<file path="config.mk">
export PLATFORM = sky130hd
export DESIGN_NAME = iomem_gpio
export DESIGN_NICKNAME = d
export VERILOG_FILES = /design/src/rtl/iomem_gpio_pkg.sv /design/src/rtl/gpio_debounce.sv /design/src/rtl/iomem_gpio.sv
export SDC_FILE = /design/constraint.sdc
export NUM_CORES = 1
export LEC_CHECK = 0
export BUFFER_PORTS_ARGS = -buffer_cell sky130_fd_sc_hd__buf_2
export CORE_AREA = 2 2 102 104
export DETAILED_ROUTE_END_ITERATION = 8
export DIE_AREA = 0 0 104 106
export PLACE_DENSITY = 0.88
export SYNTH_ARGS = -nofsm -noshare
export SYNTH_HDL_FRONTEND = slang
export SYNTH_SLANG_ARGS = --single-unit
</file>
<file path="constraint.sdc">
create_clock -name clk -period 3.6 [get_ports clk]
set_clock_uncertainty 0.05 [all_clocks]
set_input_delay 0.72 -clock clk [delete_from_list [all_inputs] [get_ports clk]]
set_output_delay 0.72 -clock clk [all_outputs]
set_load 0.03 [all_outputs]
</file>
<file path="src/rtl/iomem_gpio_pkg.sv">
// rtl/iomem_gpio_pkg.sv - register offsets and bus helpers for the iomem GPIO block
package iomem_gpio_pkg;

    localparam logic [7:0] GPIO_OUT     = 8'h00;
    localparam logic [7:0] GPIO_IN      = 8'h04;
    localparam logic [7:0] GPIO_DIR     = 8'h08;
    localparam logic [7:0] GPIO_RISE_EN = 8'h0C;
    localparam logic [7:0] GPIO_FALL_EN = 8'h10;
    localparam logic [7:0] GPIO_STATUS  = 8'h14;
    localparam logic [7:0] GPIO_INV     = 8'h18;

    typedef enum logic [2:0] {
        SEL_OUT,
        SEL_IN,
        SEL_DIR,
        SEL_RISE,
        SEL_FALL,
        SEL_STATUS,
        SEL_INV,
        SEL_NONE
    } reg_sel_e;

    function automatic reg_sel_e decode_offset(input logic [7:0] off);
        reg_sel_e sel;
        case (off)
            GPIO_OUT:     sel = SEL_OUT;
            GPIO_IN:      sel = SEL_IN;
            GPIO_DIR:     sel = SEL_DIR;
            GPIO_RISE_EN: sel = SEL_RISE;
            GPIO_FALL_EN: sel = SEL_FALL;
            GPIO_STATUS:  sel = SEL_STATUS;
            GPIO_INV:     sel = SEL_INV;
            default:      sel = SEL_NONE;
        endcase
        return sel;
    endfunction

    function automatic logic [31:0] strobe_mask(input logic [3:0] wstrb);
        return {{8{wstrb[3]}}, {8{wstrb[2]}}, {8{wstrb[1]}}, {8{wstrb[0]}}};
    endfunction

endpackage

</file>
<file path="src/rtl/gpio_debounce.sv">
// rtl/gpio_debounce.sv - per-pin synchroniser and tick-sampled 3-of-3 debouncer
module gpio_debounce #(
    parameter int WIDTH           = 8,
    parameter int DEBOUNCE_CYCLES = 16000
) (
    input  logic             clk,
    input  logic             resetn,
    input  logic [WIDTH-1:0] pin_i,
    output logic [WIDTH-1:0] deb_o
);

    logic [WIDTH-1:0] sync1_q;
    logic [WIDTH-1:0] sync2_q;
    logic [WIDTH-1:0] deb_q;

    always_ff @(posedge clk or negedge resetn) begin
        if (!resetn) begin
            sync1_q <= '0;
            sync2_q <= '0;
        end else begin
            sync1_q <= pin_i;
            sync2_q <= sync1_q;
        end
    end

    generate
        if (DEBOUNCE_CYCLES == 0) begin : g_bypass
            always_ff @(posedge clk or negedge resetn) begin
                if (!resetn) begin
                    deb_q <= '0;
                end else begin
                    deb_q <= sync2_q;
                end
            end
        end else begin : g_filter
            localparam int CW = (DEBOUNCE_CYCLES > 1) ? $clog2(DEBOUNCE_CYCLES) : 1;
            localparam logic [CW-1:0] LAST = CW'(DEBOUNCE_CYCLES - 1);

            logic [CW-1:0]    cnt_q, cnt_d;
            logic [WIDTH-1:0] hist0_q, hist0_d;
            logic [WIDTH-1:0] hist1_q, hist1_d;
            logic [WIDTH-1:0] deb_d;
            logic [WIDTH-1:0] agree;
            logic             tick;

            always_comb begin
                tick    = (cnt_q == LAST);
                cnt_d   = tick ? '0 : cnt_q + CW'(1);
                hist0_d = hist0_q;
                hist1_d = hist1_q;
                deb_d   = deb_q;
                // A pin only moves once three consecutive tick samples agree.
                agree   = ~(sync2_q ^ hist0_q) & ~(sync2_q ^ hist1_q);
                if (tick) begin
                    hist0_d = sync2_q;
                    hist1_d = hist0_q;
                    deb_d   = (deb_q & ~agree) | (sync2_q & agree);
                end
            end

            always_ff @(posedge clk or negedge resetn) begin
                if (!resetn) begin
                    cnt_q   <= '0;
                    hist0_q <= '0;
                    hist1_q <= '0;
                    deb_q   <= '0;
                end else begin
                    cnt_q   <= cnt_d;
                    hist0_q <= hist0_d;
                    hist1_q <= hist1_d;
                    deb_q   <= deb_d;
                end
            end
        end
    endgenerate

    assign deb_o = deb_q;

endmodule

</file>
<file path="src/rtl/iomem_gpio.sv">
// rtl/iomem_gpio.sv - PicoSoC iomem GPIO with direction, inversion, debounce and edge irq
module iomem_gpio
    import iomem_gpio_pkg::*;
#(
    parameter int         WIDTH           = 8,
    parameter logic [7:0] ADDR_BASE       = 8'h03,
    parameter int         DEBOUNCE_CYCLES = 16000
) (
    input  logic             clk,
    input  logic             resetn,
    input  logic             iomem_valid,
    output logic             iomem_ready,
    input  logic [3:0]       iomem_wstrb,
    input  logic [31:0]      iomem_addr,
    input  logic [31:0]      iomem_wdata,
    output logic [31:0]      iomem_rdata,
    input  logic [WIDTH-1:0] pin_in,
    output logic [WIDTH-1:0] pin_out,
    output logic [WIDTH-1:0] pin_oe,
    output logic             irq
);

    logic [WIDTH-1:0] out_q, out_d;
    logic [WIDTH-1:0] dir_q, dir_d;
    logic [WIDTH-1:0] rise_q, rise_d;
    logic [WIDTH-1:0] fall_q, fall_d;
    logic [WIDTH-1:0] status_q, status_d;
    logic [WIDTH-1:0] inv_q, inv_d;
    logic [WIDTH-1:0] lvl_q;
    logic             ready_q, ready_d;
    logic [31:0]      rdata_q, rdata_d;
    logic             irq_q, irq_d;

    logic [WIDTH-1:0] deb;
    logic [WIDTH-1:0] lvl;
    logic [WIDTH-1:0] edge_set;
    logic [WIDTH-1:0] w1c;
    logic [WIDTH-1:0] rd_val;
    logic [WIDTH-1:0] mask_w;
    logic [WIDTH-1:0] wdata_w;
    logic             sel;
    logic             wr;
    reg_sel_e         rsel;
    logic             unused_bus;

    gpio_debounce #(
        .WIDTH           (WIDTH),
        .DEBOUNCE_CYCLES (DEBOUNCE_CYCLES)
    ) u_debounce (
        .clk    (clk),
        .resetn (resetn),
        .pin_i  (pin_in),
        .deb_o  (deb)
    );

    function automatic logic [WIDTH-1:0] merge_bytes(input logic [WIDTH-1:0] old_v,
                                                     input logic [WIDTH-1:0] new_v,
                                                     input logic [WIDTH-1:0] mask);
        return (old_v & ~mask) | (new_v & mask);
    endfunction

    // Address bits 23:8 and data bits above WIDTH are don't-care by design.
    assign unused_bus = ^{iomem_addr[23:8], iomem_wdata};

    always_comb begin
        sel      = iomem_valid && !ready_q && (iomem_addr[31:24] == ADDR_BASE);
        wr       = sel && (iomem_wstrb != 4'b0000);
        rsel     = decode_offset(iomem_addr[7:0]);
        mask_w   = WIDTH'(strobe_mask(iomem_wstrb));
        wdata_w  = iomem_wdata[WIDTH-1:0];

        out_d    = out_q;
        dir_d    = dir_q;
        rise_d   = rise_q;
        fall_d   = fall_q;
        inv_d    = inv_q;
        w1c      = '0;
        rd_val   = '0;

        lvl      = deb ^ inv_q;
        edge_set = (lvl & ~lvl_q & rise_q) | (~lvl & lvl_q & fall_q);

        case (rsel)
            SEL_OUT:    rd_val = out_q;
            SEL_IN:     rd_val = lvl;
            SEL_DIR:    rd_val = dir_q;
            SEL_RISE:   rd_val = rise_q;
            SEL_FALL:   rd_val = fall_q;
            SEL_STATUS: rd_val = status_q;
            SEL_INV:    rd_val = inv_q;
            default:    rd_val = '0;
        endcase

        if (wr) begin
            case (rsel)
                SEL_OUT:    out_d  = merge_bytes(out_q, wdata_w, mask_w);
                SEL_DIR:    dir_d  = merge_bytes(dir_q, wdata_w, mask_w);
                SEL_RISE:   rise_d = merge_bytes(rise_q, wdata_w, mask_w);
                SEL_FALL:   fall_d = merge_bytes(fall_q, wdata_w, mask_w);
                SEL_INV:    inv_d  = merge_bytes(inv_q, wdata_w, mask_w);
                SEL_STATUS: w1c    = wdata_w & mask_w;
                default:    ;
            endcase
        end

        // Clear first, then set: a new edge survives a simultaneous W1C.
        status_d = (status_q & ~w1c) | edge_set;
        ready_d  = sel;
        rdata_d  = sel ? 32'(rd_val) : 32'd0;
        irq_d    = |status_q;
    end

    always_ff @(posedge clk or negedge resetn) begin
        if (!resetn) begin
            out_q    <= '0;
            dir_q    <= '0;
            rise_q   <= '0;
            fall_q   <= '0;
            status_q <= '0;
            inv_q    <= '0;
            lvl_q    <= '0;
            ready_q  <= 1'b0;
            rdata_q  <= '0;
            irq_q    <= 1'b0;
        end else begin
            out_q    <= out_d;
            dir_q    <= dir_d;
            rise_q   <= rise_d;
            fall_q   <= fall_d;
            status_q <= status_d;
            inv_q    <= inv_d;
            lvl_q    <= lvl;
            ready_q  <= ready_d;
            rdata_q  <= rdata_d;
            irq_q    <= irq_d;
        end
    end

    assign pin_out     = out_q;
    assign pin_oe      = dir_q;
    assign iomem_ready = ready_q;
    assign iomem_rdata = rdata_q;
    assign irq         = irq_q;

endmodule
</file>
==> results of run 1 <==
==> cells by family after synthesis <==
logic type | synth area share, %
fa+ha+maj | 0.232
mux | 11.1
simple gates | 15.3
flops | 55.8
xor+xnor | 2.28
compound gates | 9.04
buf+inv | 6.16
other cells | 0.0696
==> worst max-delay path: stages <==
cell and delay, ps:
sky130_fd_sc_hd__buf_2 100, sky130_fd_sc_hd__nor4_2 380, sky130_fd_sc_hd__nand3_1 450, sky130_fd_sc_hd__buf_4 320
sky130_fd_sc_hd__and3b_1 530, sky130_fd_sc_hd__mux2_2 400
==> cells in the mapped netlist, types with 3 or more instances <==
master,n,share of area (%)
sky130_fd_sc_hd__clkbuf_1,7,0.49
sky130_fd_sc_hd__nand3b_1,3,0.42
sky130_fd_sc_hd__nand3_1,15,1.4
sky130_fd_sc_hd__buf_4,24,3.3
sky130_fd_sc_hd__nand2_1,66,4.6
sky130_fd_sc_hd__dfrtp_1,120,56
sky130_fd_sc_hd__nor3_1,13,1.2
sky130_fd_sc_hd__mux2i_1,7,1.3
sky130_fd_sc_hd__a31oi_1,9,1.0
sky130_fd_sc_hd__o311ai_0,6,0.98
sky130_fd_sc_hd__a21oi_1,11,1.0
sky130_fd_sc_hd__nor2_1,18,1.3
sky130_fd_sc_hd__xnor2_1,9,1.5
sky130_fd_sc_hd__o31ai_1,8,1.1
sky130_fd_sc_hd__a21o_1,7,0.98
sky130_fd_sc_hd__inv_1,15,1.0
sky130_fd_sc_hd__buf_2,10,0.93
sky130_fd_sc_hd__a22oi_1,5,0.70
sky130_fd_sc_hd__nor4_1,10,1.2
sky130_fd_sc_hd__nor4_2,3,0.70
sky130_fd_sc_hd__mux2_2,45,9.4
sky130_fd_sc_hd__a221oi_1,5,0.81
sky130_fd_sc_hd__o211ai_1,8,1.1
sky130_fd_sc_hd__nand4_1,9,1.0
sky130_fd_sc_hd__o21ai_0,5,0.46
sky130_fd_sc_hd__nor2b_1,3,0.35
sky130_fd_sc_hd__xor2_1,5,0.81
==> layout make-up <==
class | instances | area [um^2] | area share [%]
clock buffers | 20 | 455 | 7.16
clock inverters | 12 | 149 | 2.34
inverters | 15 | 56.3 | 0.886
multi-input cells | 319 | 2140 | 33.7
flip-flops and latches | 120 | 3000 | 47.2
well taps | 136 | 170 | 2.68
repair buffers | 69 | 380 | 5.98
==> metrics by stage <==
| stage | hold slack, ps | setup slack [ps] | cells | power [mW] |
|---|---|---|---|---|
| global route | 237 | 1000 | 691 | 3.30 |
| floorplan | 281 | 1370 | 498 | 1.48 |
| detailed placement | 285 | 627 | 659 | 1.52 |
| global placement | 285 | 673 | 659 | 1.52 |
| CTS | 234 | 1130 | 691 | 3.22 |
| finish | 235 | 1040 | 691 | 3.20 |
==> layer usage <==
layer / vias to the layer above / wire, um / share of wire (%) / GRT usage [%]
li1: 1788 / - / - / -
met1: 1966 / 4760 / 39 / 27.6
met2: 222 / 5950 / 49 / 37.6
met3: 55 / 984 / 8.1 / 7.79
met4: 0 / 512 / 4.2 / 11.8
met5: - / 0 / 0 / 0
==> worst max-delay path by stage <==
stage          slack (ps)         to
2_1_floorplan        1370  flip-flop
3_3_place_gp          670  flip-flop
3_5_place_dp          630  flip-flop
4_1_cts              1130  flip-flop
5_1_grt              1000  flip-flop
6_report             1040  flip-flop
==> power by group <==
group          switching (mW)  leakage [nW]  total (mW)  internal (mW)
clock                   0.596         0.289        1.70           1.10
combinational           0.106          1.22       0.138         0.0326
sequential            0.00517          1.58        1.36           1.36
==> results.rst, run 1 <==
.. list-table::
   :header-rows: 1

   * - Metric
     - Value
   * - Outcome
     - finished clean
   * - Clock tree buffer depth
     - 2
   * - Part of the Yosys area used for sequential elements
     - 55.8%
   * - Die boundary height
     - 106 um
   * - Layout Area Growth over Synthesis
     - 18.1%
   * - Count of input and output buffers
     - 61
   * - Vias post-DR
     - 4,031
   * - Total Wirelength
     - 12.2 mm
   * - Placed cell area
     - 5750 um^2
   * - Sum of negative setup slack
     - 0 ps
   * - Total congestion overflow after global routing
     - 0
   * - Share of the core filled with cells in the final layout
     - 63.6%
   * - Signal arrival time at the worst endpoint
     - 2910 ps
   * - Count of filler cells inserted in the layout
     - 727
   * - Fraction of final layout cells sized beyond drive strength 1
     - 27.7%
   * - Most common cell after layout, fill and taps aside
     - sky130_fd_sc_hd__dfrtp_1
   * - Wire length per cell
     - 17.7 um
   * - ANT cells
     - 0
   * - Via count of the first global-routing pass
     - 3,936
   * - Cell count after synthesis
     - 475
   * - Clock net sink count
     - 120
   * - Max-cap viol count
     - 0
   * - Core area
     - 10000 um^2
   * - CTS H-tree depth
     - 4
   * - Static Leak
     - 3.08 nW
   * - Most frequent cells in the layout
     - 120 x sky130_fd_sc_hd__dfrtp_1, 66 x sky130_fd_sc_hd__nand2_1, 60 x sky130_fd_sc_hd__buf_2
   * - Placer's final routability congestion estimate
     - 0.883
   * - Buffer cell driving the clock tree root
     - sky130_fd_sc_hd__clkbuf_8
   * - Synthesized area per cell
     - 11.3 um^2
   * - Fin crit period
     - 2560 ps
   * - Count of unique library cells instantiated by Yosys
     - 50
   * - Worst-case register-to-register setup slack
     - 1120 ps
   * - Clock tree from TritonCTS
     - done
   * - RSZ-0062 raised after global routing
     - no
   * - Maximum fanout count along the critical path
     - 8
   * - Worst-Margin Slew
     - 902 ps
   * - Number of warning messages in the yosys log
     - 0
   * - Hold Vio Cnt, Final
     - 0
   * - Summed instance area of the synthesized netlist
     - 5390 um^2
   * - DP HPWL
     - 7.46 mm
   * - Overall Global Routing Usage
     - 23.1%
   * - Maximum number of pins on one net before global-route repair
     - 63
   * - Max Clock Freq
     - 390 MHz
   * - Post-cts repair resize count
     - 0
   * - Post-synth EDFFs
     - 0
   * - Pwr per Cell Area
     - 504 nW/um^2
   * - Row cnt
     - 37
   * - Final ANT Viol Nets
     - 0
   * - Number of antenna violations at the first check in global routing
     - 0
   * - CP startpoint
     - iomem_addr[27]
   * - Hold_buf cts
     - 0
   * - Detailed-router iteration count before antenna repair
     - 6
   * - Largest voltage drop on the vdd net
     - 0.347 mV
   * - Clock transition at the register clock pins on the worst setup and hold paths after CTS
     - 60 ps
   * - Worst min path class
     - primary input to asynchronous set/reset pin
   * - Worst flop-to-flop path startpoint
     - iomem_ready$_DFF_PN0_
   * - DR iter-0 viols
     - 350
   * - # nets final
     - 622
   * - Top-level port count
     - 129
   * - Worst r2r path cells
     - 5
   * - Launching element type of the critical path
     - primary input
   * - Share of the cycle needed by the critical path after routing
     - 71.1%
   * - Die Span X
     - 104 um
   * - Total clock buffers created by CTS
     - 17
   * - Clock latency at the later pin of the worst-skew pair
     - 520 ps
   * - Type of the setup path with the least slack
     - primary input to flip-flop
   * - First-pass GRT wire length
     - 19.8 mm
   * - Ratio of routed vias to standard cells
     - 5.83
   * - Setup Buffers After CTS
     - 0
   * - Flip-flop and latch count after synthesis
     - 120
   * - Nature of the critical path endpoint
     - flip-flop
   * - Slew Limit Fails
     - 0
   * - Number of remaining DRC errors
     - 0
   * - Synth Flop Type
     - sky130_fd_sc_hd__dfrtp_1
   * - FFs w/ async S/R, synth
     - 100%
   * - Required @ worst endpoint
     - 3950 ps
   * - Initial core utilization
     - 53.9%
   * - Final setup violation count
     - 0
   * - Die area
     - 11,000 um^2
   * - Relative max-transition margin
     - 39.9%
   * - Area of all placed cells without fillers
     - 6360 um^2
(Power assumes the default switching activity.)
==> inputs of run 2 (changes only) <==
--- a/config.mk
+++ b/config.mk
@@ -5,11 +5,12 @@
 export SDC_FILE = /design/constraint.sdc
 export NUM_CORES = 1
 export LEC_CHECK = 0
+export ABC_AREA = 1
 export BUFFER_PORTS_ARGS = -buffer_cell sky130_fd_sc_hd__buf_2
-export CORE_AREA = 2 2 102 104
+export CORE_AREA = 2 2 105 107
 export DETAILED_ROUTE_END_ITERATION = 8
-export DIE_AREA = 0 0 104 106
-export PLACE_DENSITY = 0.88
+export DIE_AREA = 0 0 107 109
+export PLACE_DENSITY = 0.86
 export SYNTH_ARGS = -nofsm -noshare
 export SYNTH_HDL_FRONTEND = slang
 export SYNTH_SLANG_ARGS = --single-unit
==> constraint.sdc (replaced) <==
create_clock -name clk -period 2.5 [get_ports clk]
set_clock_uncertainty 0.05 [all_clocks]
set_input_delay 0.5 -clock clk [delete_from_list [all_inputs] [get_ports clk]]
set_output_delay 0.5 -clock clk [all_outputs]
set_load 0.03 [all_outputs]
==> run 2 against run 1 <==
Effect of this change:
- clock-buffer cell count is the same
- area after synthesis grew 3.7%
- critical path type is now flip-flop to flip-flop
- die area grew 5.8%
- highest routed layer unchanged
- largest cell class unchanged
- cell area grew 4.7%
- setup slack lost 440 ps
- utilization shrank 0.82 points
- non-clock buffer count shrank 2
- via count grew 13%
- combinational power grew 28%
- global-route usage grew 0.33 points
- final cell count grew 27%
- clock power grew 53%
==> results.rst, run 2 <==
.. list-table::
   :header-rows: 1

   * - Metric
     - Value
   * - Part of the Yosys area used for sequential elements
     - 53.8% (was 55.8%)
   * - Flip-flop and latch count after synthesis
     - 120 (unchanged)
   * - Detailed-router iteration count before antenna repair
     - 5 (was 6)
   * - ANT cells
     - 0 (unchanged)
   * - Vias post-DR
     - 4,574 (was 4,031)
   * - RSZ-0062 raised after global routing
     - no (unchanged)
   * - Maximum number of pins on one net before global-route repair
     - 50 (was 63)
   * - Count of unique library cells instantiated by Yosys
     - 42 (was 50)
   * - Synthesized area per cell
     - 8.63 um^2 (was 11.3 um^2)
   * - Gate power share
     - 3.7% (was 4.3%)
   * - Share of the cycle needed by the critical path after routing
     - 76.0%
   * - CTS H-tree depth
     - 4 (unchanged)
   * - Slew Limit Fails
     - 0 (unchanged)
   * - Signal arrival time at the worst endpoint
     - 2260 ps (was 2910 ps)
   * - Outcome
     - finished clean (unchanged)
   * - Most common library cells after synthesis
     - 218 x sky130_fd_sc_hd__nand2_1, 120 x sky130_fd_sc_hd__dfrtp_1, 66 x sky130_fd_sc_hd__nor2_1 (was 120 x sky130_fd_sc_hd__dfrtp_1, 66 x sky130_fd_sc_hd__nand2_1, 45 x sky130_fd_sc_hd__mux2_2)
   * - Via count of the first global-routing pass
     - 4,366 (was 3,936)
   * - Fin crit period
     - 1900 ps
   * - Required @ worst endpoint
     - 2860 ps (was 3950 ps)
   * - Die Span X
     - 107 um (was 104 um)
   * - Die boundary height
     - 109 um (was 106 um)
   * - Share of power burned in the clock network
     - 54.9% (was 53.1%)
   * - DP HPWL
     - 8.51 mm (was 7.46 mm)
   * - Clock tree from TritonCTS
     - done (unchanged)
   * - Top-level port count
     - 129 (unchanged)
   * - Top routing layer in use
     - met4 (unchanged)
   * - Die area
     - 11,700 um^2 (was 11,000 um^2)
   * - Maximum fanout count along the critical path
     - 36 (was 8)
   * - Hold Vio Cnt, Final
     - 0 (unchanged)
   * - Relative max-transition margin
     - 61.9% (was 39.9%)
   * - Initial core utilization
     - 52.7% (was 53.9%)
   * - Most frequent cell after synthesis
     - sky130_fd_sc_hd__nand2_1 (was sky130_fd_sc_hd__dfrtp_1)
   * - Count of filler cells inserted in the layout
     - 824 (was 727)
   * - Switching part of the total
     - 21.9% (was 22.1%)
   * - Ratio of routed vias to standard cells
     - 5.19 (was 5.83)
   * - Placed cell area
     - 6000 um^2 (was 5750 um^2)
   * - Internal Dissipation
     - 3.71 mW (was 2.50 mW)
   * - Sum of negative setup slack
     - 0 ps (unchanged)
   * - Met2 Routed Length
     - 6.16 mm (was 5.95 mm)
   * - Core area
     - 10,600 um^2 (was 10000 um^2)
   * - Wire length per cell
     - 14.4 um (was 17.7 um)
   * - Wire length on met1
     - 5.08 mm (was 4.76 mm)
   * - Layout Area Growth over Synthesis
     - 19.1% (was 18.1%)
   * - Worst min path class
     - primary input to flip-flop (was primary input to asynchronous set/reset pin)
   * - Type of the setup path with the least slack
     - flip-flop to flip-flop (was primary input to flip-flop)
   * - Register share of total power
     - 41.4% (was 42.6%)
   * - Final setup violation count
     - 0 (unchanged)
   * - Clock latency at the later pin of the worst-skew pair
     - 520 ps (about the same)
   * - DR iter-0 viols
     - 416 (was 350)
   * - Synth top area cells
     - sky130_fd_sc_hd__dfrtp_1 54%, sky130_fd_sc_hd__nand2_1 15%, sky130_fd_sc_hd__nor2_1 4.4%, sky130_fd_sc_hd__buf_4 3.2%, sky130_fd_sc_hd__inv_1 3.2% (was sky130_fd_sc_hd__dfrtp_1 56%, sky130_fd_sc_hd__mux2_2 9.4%, sky130_fd_sc_hd__nand2_1 4.6%, sky130_fd_sc_hd__buf_4 3.3%, sky130_fd_sc_hd__xnor2_1 1.5%)
   * - Net switching power figure
     - 1.04 mW (was 0.707 mW)
   * - Buffer cell driving the clock tree root
     - sky130_fd_sc_hd__clkbuf_8 (unchanged)
   * - Worst-Margin Slew
     - 571 ps (was 902 ps)
   * - Total congestion overflow after global routing
     - 0 (unchanged)
   * - Post-synth EDFFs
     - 0 (unchanged)
   * - Nature of the critical path endpoint
     - flip-flop (unchanged)
   * - First-pass GRT wire length
     - 21.0 mm (was 19.8 mm)
   * - Static Leak
     - 3.62 nW (was 3.08 nW)
   * - Cell count after synthesis
     - 647 (was 475)
   * - Met3 Routed Length
     - 1.07 mm (was 984 um)
   * - Total Wirelength
     - 12.7 mm (was 12.2 mm)
   * - Summed instance area of the synthesized netlist
     - 5590 um^2 (was 5390 um^2)
   * - # nets final
     - 808 (was 622)
   * - Number of remaining DRC errors
     - 0 (unchanged)
   * - Launching element type of the critical path
     - flip-flop (was primary input)
   * - Number of warning messages in the yosys log
     - 0 (unchanged)
   * - Clock tree buffer depth
     - 2 (unchanged)
   * - Synth Flop Type
     - sky130_fd_sc_hd__dfrtp_1 (unchanged)
   * - Number of antenna violations at the first check in global routing
     - 0 (unchanged)
   * - Max Clock Freq
     - 526 MHz
   * - Pwr per Cell Area
     - 713 nW/um^2 (was 504 nW/um^2)
   * - Max-cap viol count
     - 0 (unchanged)
   * - Area share of the largest cell type after synthesis
     - 53.8% (was 55.8%)
   * - FFs w/ async S/R, synth
     - 100% (unchanged)
   * - Clock transition at the register clock pins on the worst setup and hold paths after CTS
     - 60 ps (about the same)
   * - Post-synth top area cell
     - sky130_fd_sc_hd__dfrtp_1 (unchanged)
   * - Setup Buffers After CTS
     - 0 (unchanged)
   * - Count of input and output buffers
     - 61 (unchanged)
   * - Largest voltage drop on the vdd net
     - 0.576 mV (was 0.347 mV)
   * - Fraction of final layout cells sized beyond drive strength 1
     - 18.8% (was 27.7%)
   * - Row cnt
     - 38 (was 37)
   * - Final ANT Viol Nets
     - 0 (unchanged)
   * - Placer's final routability congestion estimate
     - 0.903 (was 0.883)
   * - Total clock buffers created by CTS
     - 17 (unchanged)
   * - Area of all placed cells without fillers
     - 6650 um^2 (was 6360 um^2)
   * - Most common cell after layout, fill and taps aside
     - sky130_fd_sc_hd__nand2_1 (was sky130_fd_sc_hd__dfrtp_1)
   * - Most frequent cells in the layout
     - 218 x sky130_fd_sc_hd__nand2_1, 120 x sky130_fd_sc_hd__dfrtp_1, 66 x sky130_fd_sc_hd__nor2_1 (was 120 x sky130_fd_sc_hd__dfrtp_1, 66 x sky130_fd_sc_hd__nand2_1, 60 x sky130_fd_sc_hd__buf_2)
   * - Clock net sink count
     - 120 (unchanged)
   * - Overall Global Routing Usage
     - 23.5% (was 23.1%)
## run 2: per-layer routing
layer  track usage [%]  up-vias
met3              6.22       35
met1              29.0     2142
met5                 0        -
li1                  -     2183
met2              38.9      214
met4              10.7        0
## run 2: logic make-up after synthesis
kind of cell             count (synthesis)  synth area share, %
XOR/XNOR                                11                 1.72
buffers and inverters                   87                 7.77
flip-flops                             120                 53.8
other                                    1               0.0671
AO/OA/AOI/OAI                           50                 5.40
adder cells (fa/ha/maj)                  1                0.224
AND/OR/NAND/NOR                        377                 31.1
## run 2: worst paths after layout
check	slack (ps)	start	cells past startpoint	end
max	600	u_debounce.g_filter.cnt_q[0]$_DFF_PN0_	10	flip-flop
min	30	pin_in[5]	1	u_debounce.sync1_q[5]$_DFF_PN0_
max reg2reg	600	u_debounce.g_filter.cnt_q[0]$_DFF_PN0_	10	flip-flop
min reg2reg	300	u_debounce.sync1_q[6]$_DFF_PN0_	0	u_debounce.sync2_q[6]$_DFF_PN0_
max in group asynchronous	1260	resetn	3	u_debounce.sync2_q[0]$_DFF_PN0_
min in group asynchronous	470	resetn	2	u_debounce.sync2_q[6]$_DFF_PN0_
## run 2: repair_timing
item,CTS,global route
resized for setup,0,0
hold buffers,1,0
hold endpoints to repair,43,0
## run 2: through the flow
stage,util (%),hold WS (ps),setup WS [ps],power [mW],cells
final,62.8,34.4,599,4.74,881
after global routing,62.8,15.8,385,4.89,881
after CTS,62.8,17.0,597,4.78,881
after detailed placement,56.6,285,417,2.17,848
after global placement,56.6,282,426,2.17,848
after floorplan,-,154,877,2.10,670
## run 2: area by class of cell
class | count | area [um^2] | area share, %
Timing Repair Buffer | 67 | 368 | 5.53
Tap cell | 140 | 175 | 2.63
Sequential cell | 120 | 3000 | 45.1
Inverter | 59 | 229 | 3.44
Clock inverter | 12 | 188 | 2.82
Multi-Input combinational cell | 463 | 2240 | 33.6
Clock buffer | 20 | 455 | 6.84
## run 2: critical path, cell delays in order (launching register included)
cell and delay (ps):
sky130_fd_sc_hd__dfrtp_1 390, sky130_fd_sc_hd__ha_1 180, sky130_fd_sc_hd__nand2_1 60, sky130_fd_sc_hd__inv_2 70, sky130_fd_sc_hd__nand3_1 130, sky130_fd_sc_hd__nor2_1 160, sky130_fd_sc_hd__nand2_2 70, sky130_fd_sc_hd__buf_4 250
sky130_fd_sc_hd__nor2_1 180, sky130_fd_sc_hd__nand2_1 80, sky130_fd_sc_hd__a21o_1 160
## run 2: power by group through the flow
stage	Clock, mW	Sequential [mW]	Combinational [mW]
after global routing	2.73	1.96	0.197
after detailed placement	0	2.00	0.175
after CTS	2.64	1.96	0.178
final	2.60	1.96	0.177
after global placement	0	2.00	0.173
after floorplan	0	2.00	0.108
==> inputs of run 3 (changes only) <==
--- a/config.mk
+++ b/config.mk
@@ -7,10 +7,10 @@
 export LEC_CHECK = 0
 export ABC_AREA = 1
 export BUFFER_PORTS_ARGS = -buffer_cell sky130_fd_sc_hd__buf_2
-export CORE_AREA = 2 2 105 107
+export CORE_AREA = 2 2 110 112
 export DETAILED_ROUTE_END_ITERATION = 8
-export DIE_AREA = 0 0 107 109
-export PLACE_DENSITY = 0.86
+export DIE_AREA = 0 0 112 114
+export PLACE_DENSITY = 0.83
 export SYNTH_ARGS = -nofsm -noshare
 export SYNTH_HDL_FRONTEND = slang
 export SYNTH_SLANG_ARGS = --single-unit
==> constraint.sdc (replaced) <==
create_clock -name clk -period 1.52 [get_ports clk]
set_clock_uncertainty 0.05 [all_clocks]
set_input_delay 0.304 -clock clk [delete_from_list [all_inputs] [get_ports clk]]
set_output_delay 0.304 -clock clk [all_outputs]
set_load 0.03 [all_outputs]
==> run 3 against run 2 <==
Effect of this change:
- the flow now finishes with violations (negative setup slack)
- final cell count is 9.5% higher
- setup slack worse by 780 ps
- critical path depth is 1 lower
- cell area is 15% higher
- sequential cell count is the same
- first-iteration DRC count decreased by 15%
- die area up 9.5%
- sequential share of layout area decreased by 5.8 points
==> results.rst, run 3 (synthesized netlist as in run 2, its figures left out) <==
.. list-table::
   :header-rows: 1

   * - Metric
     - Value
   * - Outcome
     - complete, but fails checks (was finished clean)
   * - Failing checks
     - negative setup slack
   * - Final ANT Viol Nets
     - 0 (unchanged)
   * - Cell with the biggest individual delay on the critical path
     - sky130_fd_sc_hd__dfrtp_1 (unchanged)
   * - Switching part of the total
     - 21.4% (was 21.9%)
   * - Clock tree buffer depth
     - 2 (unchanged)
   * - CTS H-tree depth
     - 4 (unchanged)
   * - Largest voltage drop on the vdd net
     - 1.02 mV (was 0.576 mV)
   * - Count of filler cells inserted in the layout
     - 857 (was 824)
   * - Static Leak
     - 4.10 nW (was 3.62 nW)
   * - Final setup margin
     - -180 ps (was 599 ps)
   * - ANT cells
     - 0 (unchanged)
   * - Worst slack on hold paths
     - 134 ps (was 34.4 ps)
   * - Hold Vio Cnt, Final
     - 0 (unchanged)
   * - Register share of total power
     - 42.6% (was 41.4%)
   * - Initial core utilization
     - 47.7% (was 52.7%)
   * - Maximum number of pins on one net before global-route repair
     - 45 (was 50)
   * - Cell family contributing the most delay on the critical path
     - simple AND/OR/NAND/NOR gates (unchanged)
   * - Clock tree from TritonCTS
     - done (unchanged)
   * - Detailed-router iteration count before antenna repair
     - 6 (was 5)
   * - Required @ worst endpoint
     - 1770 ps (was 2860 ps)
   * - Fin crit period
     - 1700 ps (was 1900 ps)
   * - Die area
     - 12,800 um^2 (was 11,700 um^2)
   * - Total congestion overflow after global routing
     - 0 (unchanged)
   * - Buffer cell driving the clock tree root
     - sky130_fd_sc_hd__clkbuf_16 (was sky130_fd_sc_hd__clkbuf_8)
   * - Share of the cycle needed by the critical path after routing
     - 112% (was 76.0%)
   * - Nature of the critical path endpoint
     - flip-flop (unchanged)
   * - Row cnt
     - 40 (was 38)
   * - Maximum fanout count along the critical path
     - 3 (was 36)
   * - Signal arrival time at the worst endpoint
     - 1950 ps (was 2260 ps)
   * - Fraction of final layout cells sized beyond drive strength 1
     - 31.4% (was 18.8%)
   * - Max-cap viol count
     - 0 (unchanged)
   * - Overall Global Routing Usage
     - 23.2% (was 23.5%)
   * - Clock transition at the register clock pins on the worst setup and hold paths after CTS
     - 50 ps (was 60 ps)
   * - Delay of the slowest cell on the worst path
     - 350 ps (was 390 ps)
   * - Clock latency at the later pin of the worst-skew pair
     - 410 ps (was 520 ps)
   * - Placed cell area
     - 6540 um^2 (was 6000 um^2)
   * - Core area
     - 11,700 um^2 (was 10,600 um^2)
   * - Top-level port count
     - 129 (unchanged)
   * - Share of power burned in the clock network
     - 52.8% (was 54.9%)
   * - Die boundary height
     - 114 um (was 109 um)
   * - Area of all placed cells without fillers
     - 7630 um^2 (was 6650 um^2)
   * - RSZ-0062 raised after global routing
     - yes (was no)
   * - Vias post-DR
     - 4,992 (was 4,574)
   * - Layout Area Growth over Synthesis
     - 36.6% (was 19.1%)
   * - Total Wirelength
     - 14.6 mm (was 12.7 mm)
   * - Cell-by-cell listing of the critical path
     - ha_2 -> nand2_2 -> inv_2 -> nand3_4 -> buf_4 -> nor3_2 -> nand3_1 -> xor2_1 -> nor2_1 (was ha_1 -> nand2_1 -> inv_2 -> nand3_1 -> nor2_1 -> nand2_2 -> buf_4 -> nor2_1 -> nand2_1 -> a21o_1)
   * - Worst min path class
     - primary input to flip-flop (unchanged)
   * - Net switching power figure
     - 1.62 mW (was 1.04 mW)
   * - Total clock buffers created by CTS
     - 17 (unchanged)
   * - First-pass GRT wire length
     - 23.2 mm (was 21.0 mm)
   * - # nets final
     - 887 (was 808)
   * - Number of antenna violations at the first check in global routing
     - 0 (unchanged)
   * - Most frequent cells in the layout
     - 200 x sky130_fd_sc_hd__nand2_1, 119 x sky130_fd_sc_hd__dfrtp_1, 60 x sky130_fd_sc_hd__buf_2 (was 218 x sky130_fd_sc_hd__nand2_1, 120 x sky130_fd_sc_hd__dfrtp_1, 66 x sky130_fd_sc_hd__nor2_1)
   * - DR iter-0 viols
     - 354 (was 416)
   * - Die Span X
     - 112 um (was 107 um)
   * - Via count of the first global-routing pass
     - 4,853 (was 4,366)
   * - Final setup violation count
     - 36 (was 0)
   * - Buffering stage count on the worst path with inverters included
     - 2 (unchanged)
   * - DP HPWL
     - 9.30 mm (was 8.51 mm)
   * - Share of the core filled with cells in the final layout
     - 65.2% (was 62.8%)
   * - Wire length per cell
     - 15.1 um (was 14.4 um)
   * - Clock net sink count
     - 120 (unchanged)
   * - Count of input and output buffers
     - 61 (unchanged)
   * - Gate power share
     - 4.5% (was 3.7%)
   * - Ratio of routed vias to standard cells
     - 5.17 (was 5.19)
   * - Launching element type of the critical path
     - flip-flop (unchanged)
   * - Most common cell after layout, fill and taps aside
     - sky130_fd_sc_hd__nand2_1 (unchanged)
   * - Post-route total power
     - 7.57 mW (was 4.74 mW)
   * - Placer's final routability congestion estimate
     - 0.897 (was 0.903)
   * - Max Clock Freq
     - 588 MHz (was 526 MHz)
   * - Pwr per Cell Area
     - 992 nW/um^2 (was 713 nW/um^2)
   * - Sum of negative setup slack
     - -2880 ps (was 0 ps)
   * - Slew Limit Fails
     - 0 (unchanged)
   * - Type of the setup path with the least slack
     - flip-flop to flip-flop (unchanged)
   * - Number of remaining DRC errors
     - 0 (unchanged)
   * - Internal Dissipation
     - 5.95 mW (was 3.71 mW)
[run 3: cell types whose count changed in the layout (fill, tap and decap cells not counted), sizes merged]
cell / change
buf: +70
bufinv: -1
inv: -3
dlygate4sd3: +8
clkinv: +1
clkbuf: +1
bufbuf: +1
[run 3: path summary, 6_finish.rpt]
check,startpoint,end,slack [ps],cells after the start
worst max register to register,u_debounce.g_filter.cnt_q[0]$_DFF_PN0_,u_debounce.g_filter.cnt_q[10]$_DFF_PN0_,-180,9
worst max-delay path,u_debounce.g_filter.cnt_q[0]$_DFF_PN0_,u_debounce.g_filter.cnt_q[10]$_DFF_PN0_,-180,9
worst min register to register,u_debounce.sync1_q[6]$_DFF_PN0_,u_debounce.sync2_q[6]$_DFF_PN0_,290,0
max in group asynchronous,resetn,lvl_q[1]$_DFF_PN0_,600,3
min in group asynchronous,resetn,u_debounce.sync1_q[7]$_DFF_PN0_,280,2
worst min-delay path,iomem_wdata[6],flip-flop,130,3
[run 3: worst min-delay path, cell delays in order]
cell                      delay (ps)
sky130_fd_sc_hd__buf_2           140
sky130_fd_sc_hd__nand2_1          70
sky130_fd_sc_hd__nand2_1          40
[run 3: cell type report]
cell class	instances	area, um^2	share of cell area, %
clock buffer	21	460	6.03
clock inverter	9	125	1.64
inverter	59	254	3.33
multi-input combinational	463	2470	32.3
sequential	120	3000	39.4
tap	147	184	2.41
timing repair buffer	146	1140	14.9
[run 3: through the flow]
stage,setup WS [ps],std cells
after floorplan,-51.7,670
after global placement,-218,916
after detailed placement,-265,916
after CTS,-97.9,961
after global routing,-241,965
final,-180,965
[run 3: power by group through the flow]
| stage | Clock, mW | Combinational, mW | Sequential (mW) |
|---|---|---|---|
| 2_1_floorplan | 0 | 0.178 | 3.28 |
| 3_3_place_gp | 0 | 0.318 | 3.28 |
| 3_5_place_dp | 0 | 0.321 | 3.28 |
| 4_1_cts | 4.04 | 0.340 | 3.23 |
| 5_1_grt | 4.22 | 0.377 | 3.23 |
| 6_report | 4.00 | 0.342 | 3.23 |
[run 3: repair_timing]
item	in CTS	in global routing
cloned	2	0
setup buffers	4	4
endpoints found under the setup margin	27	76
hold buffers	9	0
pin swaps	3	10
gates resized for setup	39	56
endpoints found under the hold margin	27	0
[run 3: metal layers]
metal	track usage [%]	up-vias	wire [um]
met4	10.7	0	693
li1	-	2338	-
met3	6.06	61	1100
met1	27.9	2375	5660
met5	0	-	0
met2	39.4	218	7170
